$ cat src/rtl/led_ctrl_pkg.sv
// Shared definitions for the multi-channel LED controller: mode codes,
// per-channel FSM state encoding and the PWM counter width.
package led_ctrl_pkg;

  typedef enum logic [1:0] {
    MODE_OFF   = 2'd0,
    MODE_ON    = 2'd1,
    MODE_BLINK = 2'd2,
    MODE_PULSE = 2'd3
  } mode_e;

  typedef enum logic [1:0] {
    S_OFF = 2'd0,
    S_ON  = 2'd1,
    S_HI  = 2'd2,
    S_LO  = 2'd3
  } state_e;

  localparam int PWM_W = 8;
  localparam logic [PWM_W-1:0] DUTY_RST = 8'hFF;

endpackage

$ cat src/rtl/led_ch_fsm.sv
// One LED channel: mode FSM, phase counter and remaining-pulse counter.
// With LED_PWM_EN defined, it also holds a per-channel duty register and
// gates the lit state against the shared PWM counter.
//
// state | meaning
// S_OFF | dark, idle
// S_ON  | steadily lit, idle
// S_HI  | blink/pulse lit phase
// S_LO  | blink/pulse dark phase
module led_ch_fsm
  import led_ctrl_pkg::*;
#(
  parameter int PER_W = 8,
  parameter int CNT_W = 8
) (
  input  logic             clk,
  input  logic             reset,
  input  logic             tick,
  input  logic             cfg_we,
  input  logic [1:0]       cfg_mode,
  input  logic [PER_W-1:0] cfg_half,
  input  logic [CNT_W-1:0] cfg_cnt,
`ifdef LED_PWM_EN
  input  logic [PWM_W-1:0] cfg_duty,
  input  logic [PWM_W-1:0] pwm_cnt,
`endif
  output logic             led_on,
  output logic             busy,
  output logic             done
);

  state_e           state_q, state_d;
  logic [PER_W-1:0] ctr_q, ctr_d;
  logic [PER_W-1:0] half_q, half_d;
  logic [CNT_W-1:0] rem_q, rem_d;
  logic             pulse_q, pulse_d;
  logic             done_q, done_d;
  logic             phase_end;
  logic             logical_on;
`ifdef LED_PWM_EN
  logic [PWM_W-1:0] duty_q, duty_d;
`endif

  // State register: synchronous reset clears everything, no done on reset
  always_ff @(posedge clk) begin
    if (reset) begin
      state_q <= S_OFF;
      ctr_q   <= '0;
      half_q  <= PER_W'(1);
      rem_q   <= '0;
      pulse_q <= 1'b0;
      done_q  <= 1'b0;
`ifdef LED_PWM_EN
      duty_q  <= DUTY_RST;
`endif
    end else begin
      state_q <= state_d;
      ctr_q   <= ctr_d;
      half_q  <= half_d;
      rem_q   <= rem_d;
      pulse_q <= pulse_d;
      done_q  <= done_d;
`ifdef LED_PWM_EN
      duty_q  <= duty_d;
`endif
    end
  end

  assign phase_end = tick && (ctr_q == (half_q - PER_W'(1)));

  // Next state: a config write always wins over the running sequence
  always_comb begin
    state_d = state_q;
    ctr_d   = ctr_q;
    half_d  = half_q;
    rem_d   = rem_q;
    pulse_d = pulse_q;
    done_d  = 1'b0;
`ifdef LED_PWM_EN
    duty_d  = duty_q;
`endif
    if (cfg_we) begin
      ctr_d   = '0;
      rem_d   = cfg_cnt;
      half_d  = (cfg_half == '0) ? PER_W'(1) : cfg_half;
      pulse_d = (mode_e'(cfg_mode) == MODE_PULSE);
`ifdef LED_PWM_EN
      duty_d  = cfg_duty;
`endif
      case (mode_e'(cfg_mode))
        MODE_OFF:   state_d = S_OFF;
        MODE_ON:    state_d = S_ON;
        MODE_BLINK: state_d = S_HI;
        MODE_PULSE: begin
          if (cfg_cnt == '0) begin
            state_d = S_OFF;
            done_d  = 1'b1;
          end else begin
            state_d = S_HI;
          end
        end
        default:    state_d = S_OFF;
      endcase
    end else if (tick && ((state_q == S_HI) || (state_q == S_LO))) begin
      if (phase_end) begin
        ctr_d = '0;
        if (state_q == S_HI) begin
          state_d = S_LO;
          if (pulse_q) rem_d = rem_q - CNT_W'(1);
        end else if (pulse_q && (rem_q == '0)) begin
          state_d = S_OFF;
          done_d  = 1'b1;
        end else begin
          state_d = S_HI;
        end
      end else begin
        ctr_d = ctr_q + PER_W'(1);
      end
    end
  end

  // Outputs decoded from the registered state
  always_comb begin
    logical_on = (state_q == S_ON) || (state_q == S_HI);
    busy       = (state_q == S_HI) || (state_q == S_LO);
    done       = done_q;
`ifdef LED_PWM_EN
    led_on     = logical_on && (pwm_cnt < duty_q);
`else
    led_on     = logical_on;
`endif
  end

endmodule

$ cat src/rtl/led_blink_ctrl.sv
// Multi-channel LED controller top: shared free-running prescaler, one-beat
// valid/ready config port, channel decode and N_CH channel FSM instances.
// Optional feature macro LED_PWM_EN adds the cfg_duty port and a shared
// 8-bit PWM counter for per-channel brightness.
module led_blink_ctrl
  import led_ctrl_pkg::*;
#(
  parameter  int N_CH  = 3,
  parameter  int PRESC = 12000000,
  parameter  int PER_W = 8,
  parameter  int CNT_W = 8,
  localparam int CH_W  = (N_CH > 1) ? $clog2(N_CH) : 1
) (
  input  logic             clk,
  input  logic             reset,
  input  logic             cfg_valid,
  output logic             cfg_ready,
  input  logic [CH_W-1:0]  cfg_ch,
  input  logic [1:0]       cfg_mode,
  input  logic [PER_W-1:0] cfg_half,
  input  logic [CNT_W-1:0] cfg_cnt,
`ifdef LED_PWM_EN
  input  logic [PWM_W-1:0] cfg_duty,
`endif
  output logic [N_CH-1:0]  led,
  output logic [N_CH-1:0]  busy,
  output logic [N_CH-1:0]  done
);

  localparam int PRESC_W = $clog2(PRESC);

  logic [PRESC_W-1:0] presc_q, presc_d;
  logic               ready_q, ready_d;
  logic               tick;
  logic               accept;
  logic [N_CH-1:0]    ch_we;
`ifdef LED_PWM_EN
  logic [PWM_W-1:0]   pwm_cnt_q, pwm_cnt_d;
`endif

  // Prescaler, handshake and PWM registers
  always_ff @(posedge clk) begin
    if (reset) begin
      presc_q   <= '0;
      ready_q   <= 1'b0;
`ifdef LED_PWM_EN
      pwm_cnt_q <= '0;
`endif
    end else begin
      presc_q   <= presc_d;
      ready_q   <= ready_d;
`ifdef LED_PWM_EN
      pwm_cnt_q <= pwm_cnt_d;
`endif
    end
  end

  // Free-running timebase; ready drops for one cycle after each accept
  always_comb begin
    tick      = (presc_q == PRESC_W'(PRESC - 1));
    presc_d   = tick ? '0 : presc_q + PRESC_W'(1);
    accept    = cfg_valid && ready_q;
    ready_d   = !accept;
    cfg_ready = ready_q;
`ifdef LED_PWM_EN
    pwm_cnt_d = pwm_cnt_q + PWM_W'(1);
`endif
  end

  // Channel decode; out-of-range channels are accepted and dropped here
  always_comb begin
    ch_we = '0;
    for (int i = 0; i < N_CH; i++) begin
      ch_we[i] = accept && (cfg_ch == CH_W'(i));
    end
  end

  for (genvar g = 0; g < N_CH; g++) begin : g_ch
    led_ch_fsm #(
      .PER_W (PER_W),
      .CNT_W (CNT_W)
    ) u_ch (
      .clk      (clk),
      .reset    (reset),
      .tick     (tick),
      .cfg_we   (ch_we[g]),
      .cfg_mode (cfg_mode),
      .cfg_half (cfg_half),
      .cfg_cnt  (cfg_cnt),
`ifdef LED_PWM_EN
      .cfg_duty (cfg_duty),
      .pwm_cnt  (pwm_cnt_q),
`endif
      .led_on   (led[g]),
      .busy     (busy[g]),
      .done     (done[g])
    );
  end

endmodule

$ cat config.mk
export PLATFORM = sky130hd
export DESIGN_NAME = led_blink_ctrl
export DESIGN_NICKNAME = d
export VERILOG_FILES = /design/src/rtl/led_ctrl_pkg.sv /design/src/rtl/led_ch_fsm.sv /design/src/rtl/led_blink_ctrl.sv
export SDC_FILE = /design/constraint.sdc
export NUM_CORES = 1
export LEC_CHECK = 0
export ABC_CLOCK_PERIOD_IN_PS = 5800
export CAP_MARGIN = 5
export CELL_PAD_IN_SITES_DETAIL_PLACEMENT = 2
export CELL_PAD_IN_SITES_GLOBAL_PLACEMENT = 2
export CORE_MARGIN = 3
export CORE_UTILIZATION = 39
export CTS_CLUSTER_DIAMETER = 60
export CTS_CLUSTER_SIZE = 40
export DETAILED_ROUTE_END_ITERATION = 6
export PLACE_DENSITY_LB_ADDON = 0.1
export SLEW_MARGIN = 5
export SYNTH_ARGS = -nofsm -noshare
export SYNTH_HDL_FRONTEND = slang
export SYNTH_SLANG_ARGS = --single-unit
$ cat constraint.sdc
create_clock -name clk -period 5.8 [get_ports clk]
set_input_delay 1.16 -clock clk [delete_from_list [all_inputs] [get_ports clk]]
set_output_delay 1.16 -clock clk [all_outputs]
set_load 0.01 [all_outputs]
==> results by group, run 1 <==
GRT
  • Via count of the first global-routing pass: 5,801
  • Total gr overflow: 0
  • Pin count of the biggest net entering global routing: 34
  • Wire length of the first global-routing pass: 30,980 um
  • Initial antenna violation count: 0
  • Gr usage total: 0.2302

Clock network
  • Clock slew at reported path FFs: 0.07 ns
  • Clk Latency, worst-skew pair: 0.36 ns
  • Post-CTS setup buffer count: 0
  • Post-cts repair resize count: 0
  • CTS tree: done
  • Maximum clock path buffer count: 2
  • Num Clock Sinks: 109
  • Post-cts hold buffer count: 0
  • Count of H-tree levels built during CTS: 3
  • CTS Root Buffer Type: clkbuf_16
  • Cts bufs inserted: 9

Cells and area
  • Number of nets in the finished design: 795
  • Multi-input gate area in the final layout: 0.003561 mm2
  • Register Area: 0.002182 mm2
  • Final antenna diode count: 0
  • Fill count: 1,685
  • Count of placed standard cells in the final layout, fillers left out: 949
  • Synth-to-layout area growth: 11.01%
  • Ratio of cells with drive above 1 in the final layout: 0.06045

Synthesis
  • Asr flop ratio synth: 0
  • Number of distinct standard cells referenced by the synthesized netlist: 67
  • Count of mapped cells out of synthesis: 749
  • Share of Yosys cell area claimed by the top area cell type: 0.3588
  • Synthesized cell area: 0.006081 mm2
  • Cell taking the most area after synthesis: dfxtp_1
  • Most repeated cell in the gate-level netlist after synthesis: dfxtp_1
  • Synthesized area divided by synthesized cell count: 8.119 um2
  • Prevailing post-synth register cell: dfxtp_1
  • #FFs+latches synth: 109
  • Number of enable flip-flop cells after synthesis: 0
  • Synthesized net count: 788
  • Synth top cells by count: dfxtp_1 (109), nor2_1 (90), nand2_1 (88), a21oi_1 (48), xor2_1 (46)
  • Number of warnings printed during yosys synthesis: 0
  • Biggest area contributors in the synthesized netlist: dfxtp_1 (36%), xor2_1 (6.6%), nor2_1 (5.6%), nand2_1 (5.4%), xnor2_1 (4.6%)
  • Sequential area share after synthesis: 0.3588

Power and ir drop
  • LEAKAGE: 2.435 nW
  • P_int: 0.001202 W
  • Switching power: 0.0004001 W
  • Share of total power in sequential cells: 0.482
  • Worst IR Drop VDD: 0.1423 mV
  • Part of the total power dissipated in the clock network: 0.426
  • Power density cells: 237.3 mW/mm2
  • Switching share of power: 0.2498
  • PnR Total Power: 0.001602 W
  • Comb power frac: 0.092

Place
  • Post-DP HPWL: 13,900 um
  • Buffers added on ports: 32
  • Pre-CTS WS: 2.281 ns
  • Number of placed cells counting well taps: 933
  • Routability cong.: 0.8619

STA
  • Number of setup violations in the final report: 0
  • Final-layout setup total negative slack: 0 ns
  • Tightest Pin Transition: 0.9713 ns
  • Tcrit/Tclk final: 0.5369
  • Final Skew: 0.005694 ns
  • Final worst-path setup slack: 2.686 ns
  • Relative slew slack: 0.3525
  • Max Freq: 321.1 MHz
  • Slew Limit Fails: 0
  • Shortest clock period the worst path allows after layout: 3.114 ns
  • Setup repair after global routing missed its margin: no
  • Final number of hold-violating endpoints: 0

Setup path
  • Kind of end point of the critical path: register
  • Critical setup path kind: primary input to register
  • Reg-to-reg slack, setup: 2.76 ns
  • Worst Path Required: 6.03 ns
  • Crit-path cells: clkdlybuf4s50_1 -> nand2_1 -> nor2_1 -> nand2_1 -> nand2b_1 -> nand2b_1 -> o211ai_1
  • Reg-to-reg critical path startpoint: presc_q[0]
  • Number of buffer and inverter instances along the worst setup path: 1
  • Crit-path leading delay family: simple AND/OR/NAND/NOR gates
  • Startpoint type of the worst setup path: primary input
  • Highest-delay cell along the critical path: clkdlybuf4s50_1
  • Largest stage delay on the critical path: 0.50 ns
  • Max Fanout on Critical Path: 24
  • Reg-to-Reg End: g_ch[0].u_ch.ctr_q[7]
  • Number of cells on the worst reg-to-reg path: 8
  • WP data arrival: 3.35 ns

Run status
  • Outcome: finished clean

Route
  • DRC: 0
  • Count of antenna-violating nets left after detailed routing: 0
  • Mean number of vias per cell: 5.710
  • Drt pass-1 iters: 4
  • Final Routed Wirelength: 19,080 um
  • Wire length per cell: 20.11 um
  • Total number of vias: 5,419
  • DRC violation total after the first TritonRoute iteration: 271

Floorplan
  • Starting density of the core: 0.4000
  • I/O pins: 33
  • Die outline height: 130.9 um
  • Width of the chip: 130.9 um
  • Core Footprint: 0.01520 mm2
  • Placement row count: 45
  • Die outline area: 0.01713 mm2

Flow run
  • Max Cap Violations: 0

Worst hold path
  • End point of the most critical hold path: presc_q[0]
  • Worst Hold Depth: 1
  • Start point of the worst hold path: presc_q[0]
  • Path category of the worst min-delay check: register to register
-- registers in the layout, indices dropped and copies added (netlist names) --
register and flops:
presc_q 24, g_ch.u_ch.state_q 6, g_ch.u_ch.done 3, cfg_ready 1
g_ch.u_ch.pulse_q 3, g_ch.u_ch.ctr_q 24, g_ch.u_ch.rem_q 24, g_ch.u_ch.half_q 24
-- power by group through the flow --
stage	registers [W]	logic [W]	clock network [W]
after floorplan	0.000786	0.0000902	0
after global placement	0.000789	0.000140	0
after detailed placement	0.000790	0.000146	0
after CTS	0.000773	0.000148	0.000701
final	0.000773	0.000147	0.000682
after global routing	0.000775	0.000162	0.000732
-- area by class of cell --
class / instances / area share
Tap cell: 188 / 0.03485
Inverter: 27 / 0.01501
Clock buffer: 10 / 0.03540
Sequential cell: 109 / 0.3233
Timing Repair Buffer: 36 / 0.05116
Clock inverter: 6 / 0.01279
Multi-Input combinational cell: 573 / 0.5275
-- layout by cell type, fill, tap and decap left out, types with 8 or more instances in the layout --
cell,Yosys,layout
nand2b_1,9,9
a211oi_1,14,14
nor2_1,90,90
nand2_1,88,88
nor2b_1,8,8
nor3b_1,9,8
nor4_1,8,8
inv_1,27,27
xnor2_1,32,32
and3_1,10,10
a21oi_1,48,48
ha_1,16,16
nor3_1,24,24
nand4_1,27,27
dfxtp_1,109,109
or3_1,11,11
xor2_1,46,46
clkbuf_16,0,9
clkdlybuf4s50_1,0,31
o21ai_0,10,10
nand3_1,32,32
-- layer usage --
layer  track usage  up-vias  routed length [um]
li1              -     2605                   -
met1        0.2955     2703                8277
met2        0.4023       91                9636
met3       0.04024       20                 858
met4       0.05505        0                 308
met5             0        -                   0
-- worst reg2reg max path, stage by stage, from the launching register on --
cell and delay, ns:
dfxtp_1 0.38, ha_1 0.24, nand4_1 0.19, nor3_1 0.39, nor3b_2 0.72, and2_1 0.41, nand3_1 0.19, nand2_1 0.32
nor2_1 0.09
-- how the worst max path moves through the flow --
stage / from / end / slack [ns] / cells after the start
floorplan: g_ch[1].u_ch.half_q[0] / g_ch[1].u_ch.rem_q[5] / 3.27 / 11
global placement: cfg_valid / g_ch[1].u_ch.state_q[1] / 2.43 / 7
detailed placement: cfg_valid / g_ch[1].u_ch.state_q[1] / 2.28 / 7
CTS: cfg_valid / g_ch[1].u_ch.state_q[1] / 2.69 / 7
global route: cfg_valid / g_ch[1].u_ch.state_q[1] / 2.43 / 7
finish: cfg_valid / g_ch[1].u_ch.state_q[1] / 2.69 / 7
-- stage by stage --
step	hold slack [ns]	util	instance area [um2]
2_1_floorplan	0.4299	-	6081
3_3_place_gp	0.4480	0.4226	6425
3_5_place_dp	0.4527	0.4226	6425
4_1_cts	0.4715	0.4440	6750
5_1_grt	0.4929	0.4440	6750
6_report	0.4690	0.4440	6750
-- cells by family (layout without fill, tap and decap cells) --
family | Yosys count | count (layout) | synth area share
AOI/OAI and AO/OA | 109 | 109 | 0.1128
buffers and inverters | 67 | 79 | 0.05638
adders and majority gates | 16 | 16 | 0.03292
and+or+nand+nor | 361 | 361 | 0.3107
xor gates and xnor gates | 78 | 78 | 0.1123
muxes | 9 | 9 | 0.01605
DFF | 109 | 109 | 0.3588
Power figures use the tool's default switching activity.
==> inputs of run 2 (changes only) <==
--- a/config.mk
+++ b/config.mk
@@ -5,12 +5,12 @@
 export SDC_FILE = /design/constraint.sdc
 export NUM_CORES = 1
 export LEC_CHECK = 0
-export ABC_CLOCK_PERIOD_IN_PS = 5800
+export ABC_CLOCK_PERIOD_IN_PS = 3100
 export CAP_MARGIN = 5
 export CELL_PAD_IN_SITES_DETAIL_PLACEMENT = 2
 export CELL_PAD_IN_SITES_GLOBAL_PLACEMENT = 2
 export CORE_MARGIN = 3
-export CORE_UTILIZATION = 39
+export CORE_UTILIZATION = 37
 export CTS_CLUSTER_DIAMETER = 60
 export CTS_CLUSTER_SIZE = 40
 export DETAILED_ROUTE_END_ITERATION = 6
==> constraint.sdc (replaced) <==
create_clock -name clk -period 3.1 [get_ports clk]
set_input_delay 0.62 -clock clk [delete_from_list [all_inputs] [get_ports clk]]
set_output_delay 0.62 -clock clk [all_outputs]
set_load 0.01 [all_outputs]
==> results by group, run 2 (same netlist as run 1, synthesis figures left out) <==
GRT
  • Wire length of the first global-routing pass: 31,840 um (+2.8%)
  • Gr usage total: 0.2186 (-0.01158)
  • Via count of the first global-routing pass: 6,031 (+4.0%)
  • Pin count of the biggest net entering global routing: 36 (+5.9%)
  • Initial antenna violation count: 0 (unchanged)
  • Total gr overflow: 0 (unchanged)

STA
  • Final-layout setup total negative slack: 0 ns (unchanged)
  • Max Freq: 352.7 MHz
  • Tightest Pin Transition: 0.9944 ns (+0.02308 ns)
  • Slew Limit Fails: 0 (unchanged)
  • Final number of hold-violating endpoints: 0 (unchanged)
  • Final Skew: 0.005849 ns (+0.0001550 ns)
  • Shortest clock period the worst path allows after layout: 2.836 ns
  • Tcrit/Tclk final: 0.9147
  • Number of setup violations in the final report: 0 (unchanged)
  • Relative slew slack: 0.3371 (-0.01539)
  • Setup repair after global routing missed its margin: no

Power and ir drop
  • LEAKAGE: 2.488 nW (+2.2%)
  • Worst IR Drop VDD: 0.2604 mV (+83%)
  • Power density cells: 438.9 mW/mm2 (+85%)

Cells and area
  • Commonest cells after routing, fill and taps aside: dfxtp_1 (109), nor2_1 (90), nand2_1 (88)
  • Most frequent standard cell in the layout excluding fill and tap cells: dfxtp_1
  • Synth-to-layout area growth: 13.02%
  • Final antenna diode count: 0 (unchanged)
  • Number of nets in the finished design: 805 (+1.3%)
  • Post-route core utilization: 0.4295 (-0.01449)
  • Ratio of cells with drive above 1 in the final layout: 0.07393 (+0.01348)
  • Post-layout instance area: 0.006873 mm2 (+1.8%)

Place
  • Buffers added on ports: 32 (unchanged)
  • Post-DP HPWL: 14,210 um (+2.2%)
  • Routability cong.: 0.8403 (-2.5%)
  • Post-place instance area: 0.006535 mm2 (+1.7%)

Setup path
  • WP data arrival: 3.10 ns (-0.25 ns)
  • Max Fanout on Critical Path: 8 (-67%)
  • Largest stage delay on the critical path: 0.47 ns (-0.03 ns)
  • Startpoint type of the worst setup path: register
  • Crit-path cells: inv_1 -> ha_1 -> nor2b_1 -> or3_1 -> a31oi_1 -> and2_1 -> nand4_2 -> or3_1 -> a311oi_1
  • Critical setup path kind: register to register
  • Highest-delay cell along the critical path: dfxtp_1
  • Kind of end point of the critical path: register
  • Reg-to-reg critical path startpoint: g_ch[1].u_ch.half_q[0]
  • Worst Path Required: 3.37 ns (-2.66 ns)
  • Worst setup path startpoint: g_ch[1].u_ch.half_q[0]
  • Critical path's most frequent cell: or3_1

Worst hold path
  • Path category of the worst min-delay check: register to register
  • Start point of the worst hold path: presc_q[0]

Route
  • DRC violation total after the first TritonRoute iteration: 233 (-14%)
  • Wire length per cell: 18.90 um (-6.0%)
  • Drt pass-1 iters: 4 (unchanged)
  • Count of antenna-violating nets left after detailed routing: 0 (unchanged)
  • Total number of vias: 5,413 (-0.11%)
  • Mean number of vias per cell: 5.484 (-4.0%)
  • Final Routed Wirelength: 18,660 um (-2.2%)
  • DRC: 0 (unchanged)

Floorplan
  • Starting density of the core: 0.3800 (-0.01996)
  • Width of the chip: 134.2 um (+2.5%)
  • Core Footprint: 0.01600 mm2 (+5.3%)
  • Die outline area: 0.01801 mm2 (+5.2%)
  • Die outline height: 134.2 um (+2.5%)
  • I/O pins: 33 (unchanged)
  • Placement row count: 46 (+2.2%)

Clock network
  • Cts bufs inserted: 9 (unchanged)
  • Clock slew at reported path FFs: 0.08 ns (about the same)
  • Num Clock Sinks: 109 (unchanged)
  • CTS Root Buffer Type: clkbuf_16
  • Maximum clock path buffer count: 2 (unchanged)
  • Clk Latency, worst-skew pair: 0.36 ns (about the same)
  • CTS tree: done
  • Count of H-tree levels built during CTS: 3 (unchanged)

Flow run
  • Max Cap Violations: 0 (unchanged)

Run status
  • Outcome: finished clean
[run 2: where the power goes]
| group | switching (W) | internal [W] |
|---|---|---|
| logic | 0.000180 | 0.000108 |
| registers | 0.0000241 | 0.00142 |
| clock network | 0.000569 | 0.000715 |
| total | 0.000773 | 0.00224 |
[run 2: per-layer routing]
| layer | track usage | vias to the layer above | share of wire |
|---|---|---|---|
| met3 | 0.03938 | 14 | 0.026 |
| met5 | 0 | - | 0 |
| met2 | 0.3846 | 58 | 0.50 |
| li1 | - | 2624 | - |
| met4 | 0.03846 | 0 | 0.0093 |
| met1 | 0.2837 | 2717 | 0.46 |
[run 2: through the flow]
stage	setup slack, ns	total power (W)	instances	hold slack, ns
global placement	0.3585	0.001749	971	0.4436
CTS	0.1685	0.003065	987	0.4746
floorplan	0.5734	0.001639	749	0.4299
global route	0.06693	0.003157	987	0.5210
detailed placement	0.1961	0.001763	971	0.4567
finish	0.2643	0.003016	987	0.4679
[run 2: critical path: cells and delay by family, from the launching register on]
kind	cells	cell delay (ns)
simple gates	5	1.38
compound gates	2	0.51
flops	1	0.47
fa+ha+maj	1	0.31
buf+inv	1	0.08
[run 2: timing repair]
action / 4_1_cts / 5_1_grt
setup endpoints to repair: 0 / 5
buffers inserted: 0 / 0
hold buffers: 0 / 0
resized for setup: 0 / 2
[run 2: worst paths after layout]
kind              depth (start not counted)  slack, ns               endpoint
setup / recovery                          9       0.26  g_ch[1].u_ch.rem_q[5]
hold / removal                            1       0.47             presc_q[0]
setup reg to reg                          9       0.26  g_ch[1].u_ch.rem_q[5]
hold reg to reg                           1       0.47             presc_q[0]
[run 2: layout make-up]
class | instances | area (um2)
Tap cell | 216 | 270.3
Timing Repair Buffer | 46 | 420.4
Clock buffer | 9 | 225.2
Multi-Input combinational cell | 573 | 3576
Inverter | 27 | 101.3
Sequential cell | 109 | 2182
Clock inverter | 7 | 97.59
Fill cell | 1837 | 9128
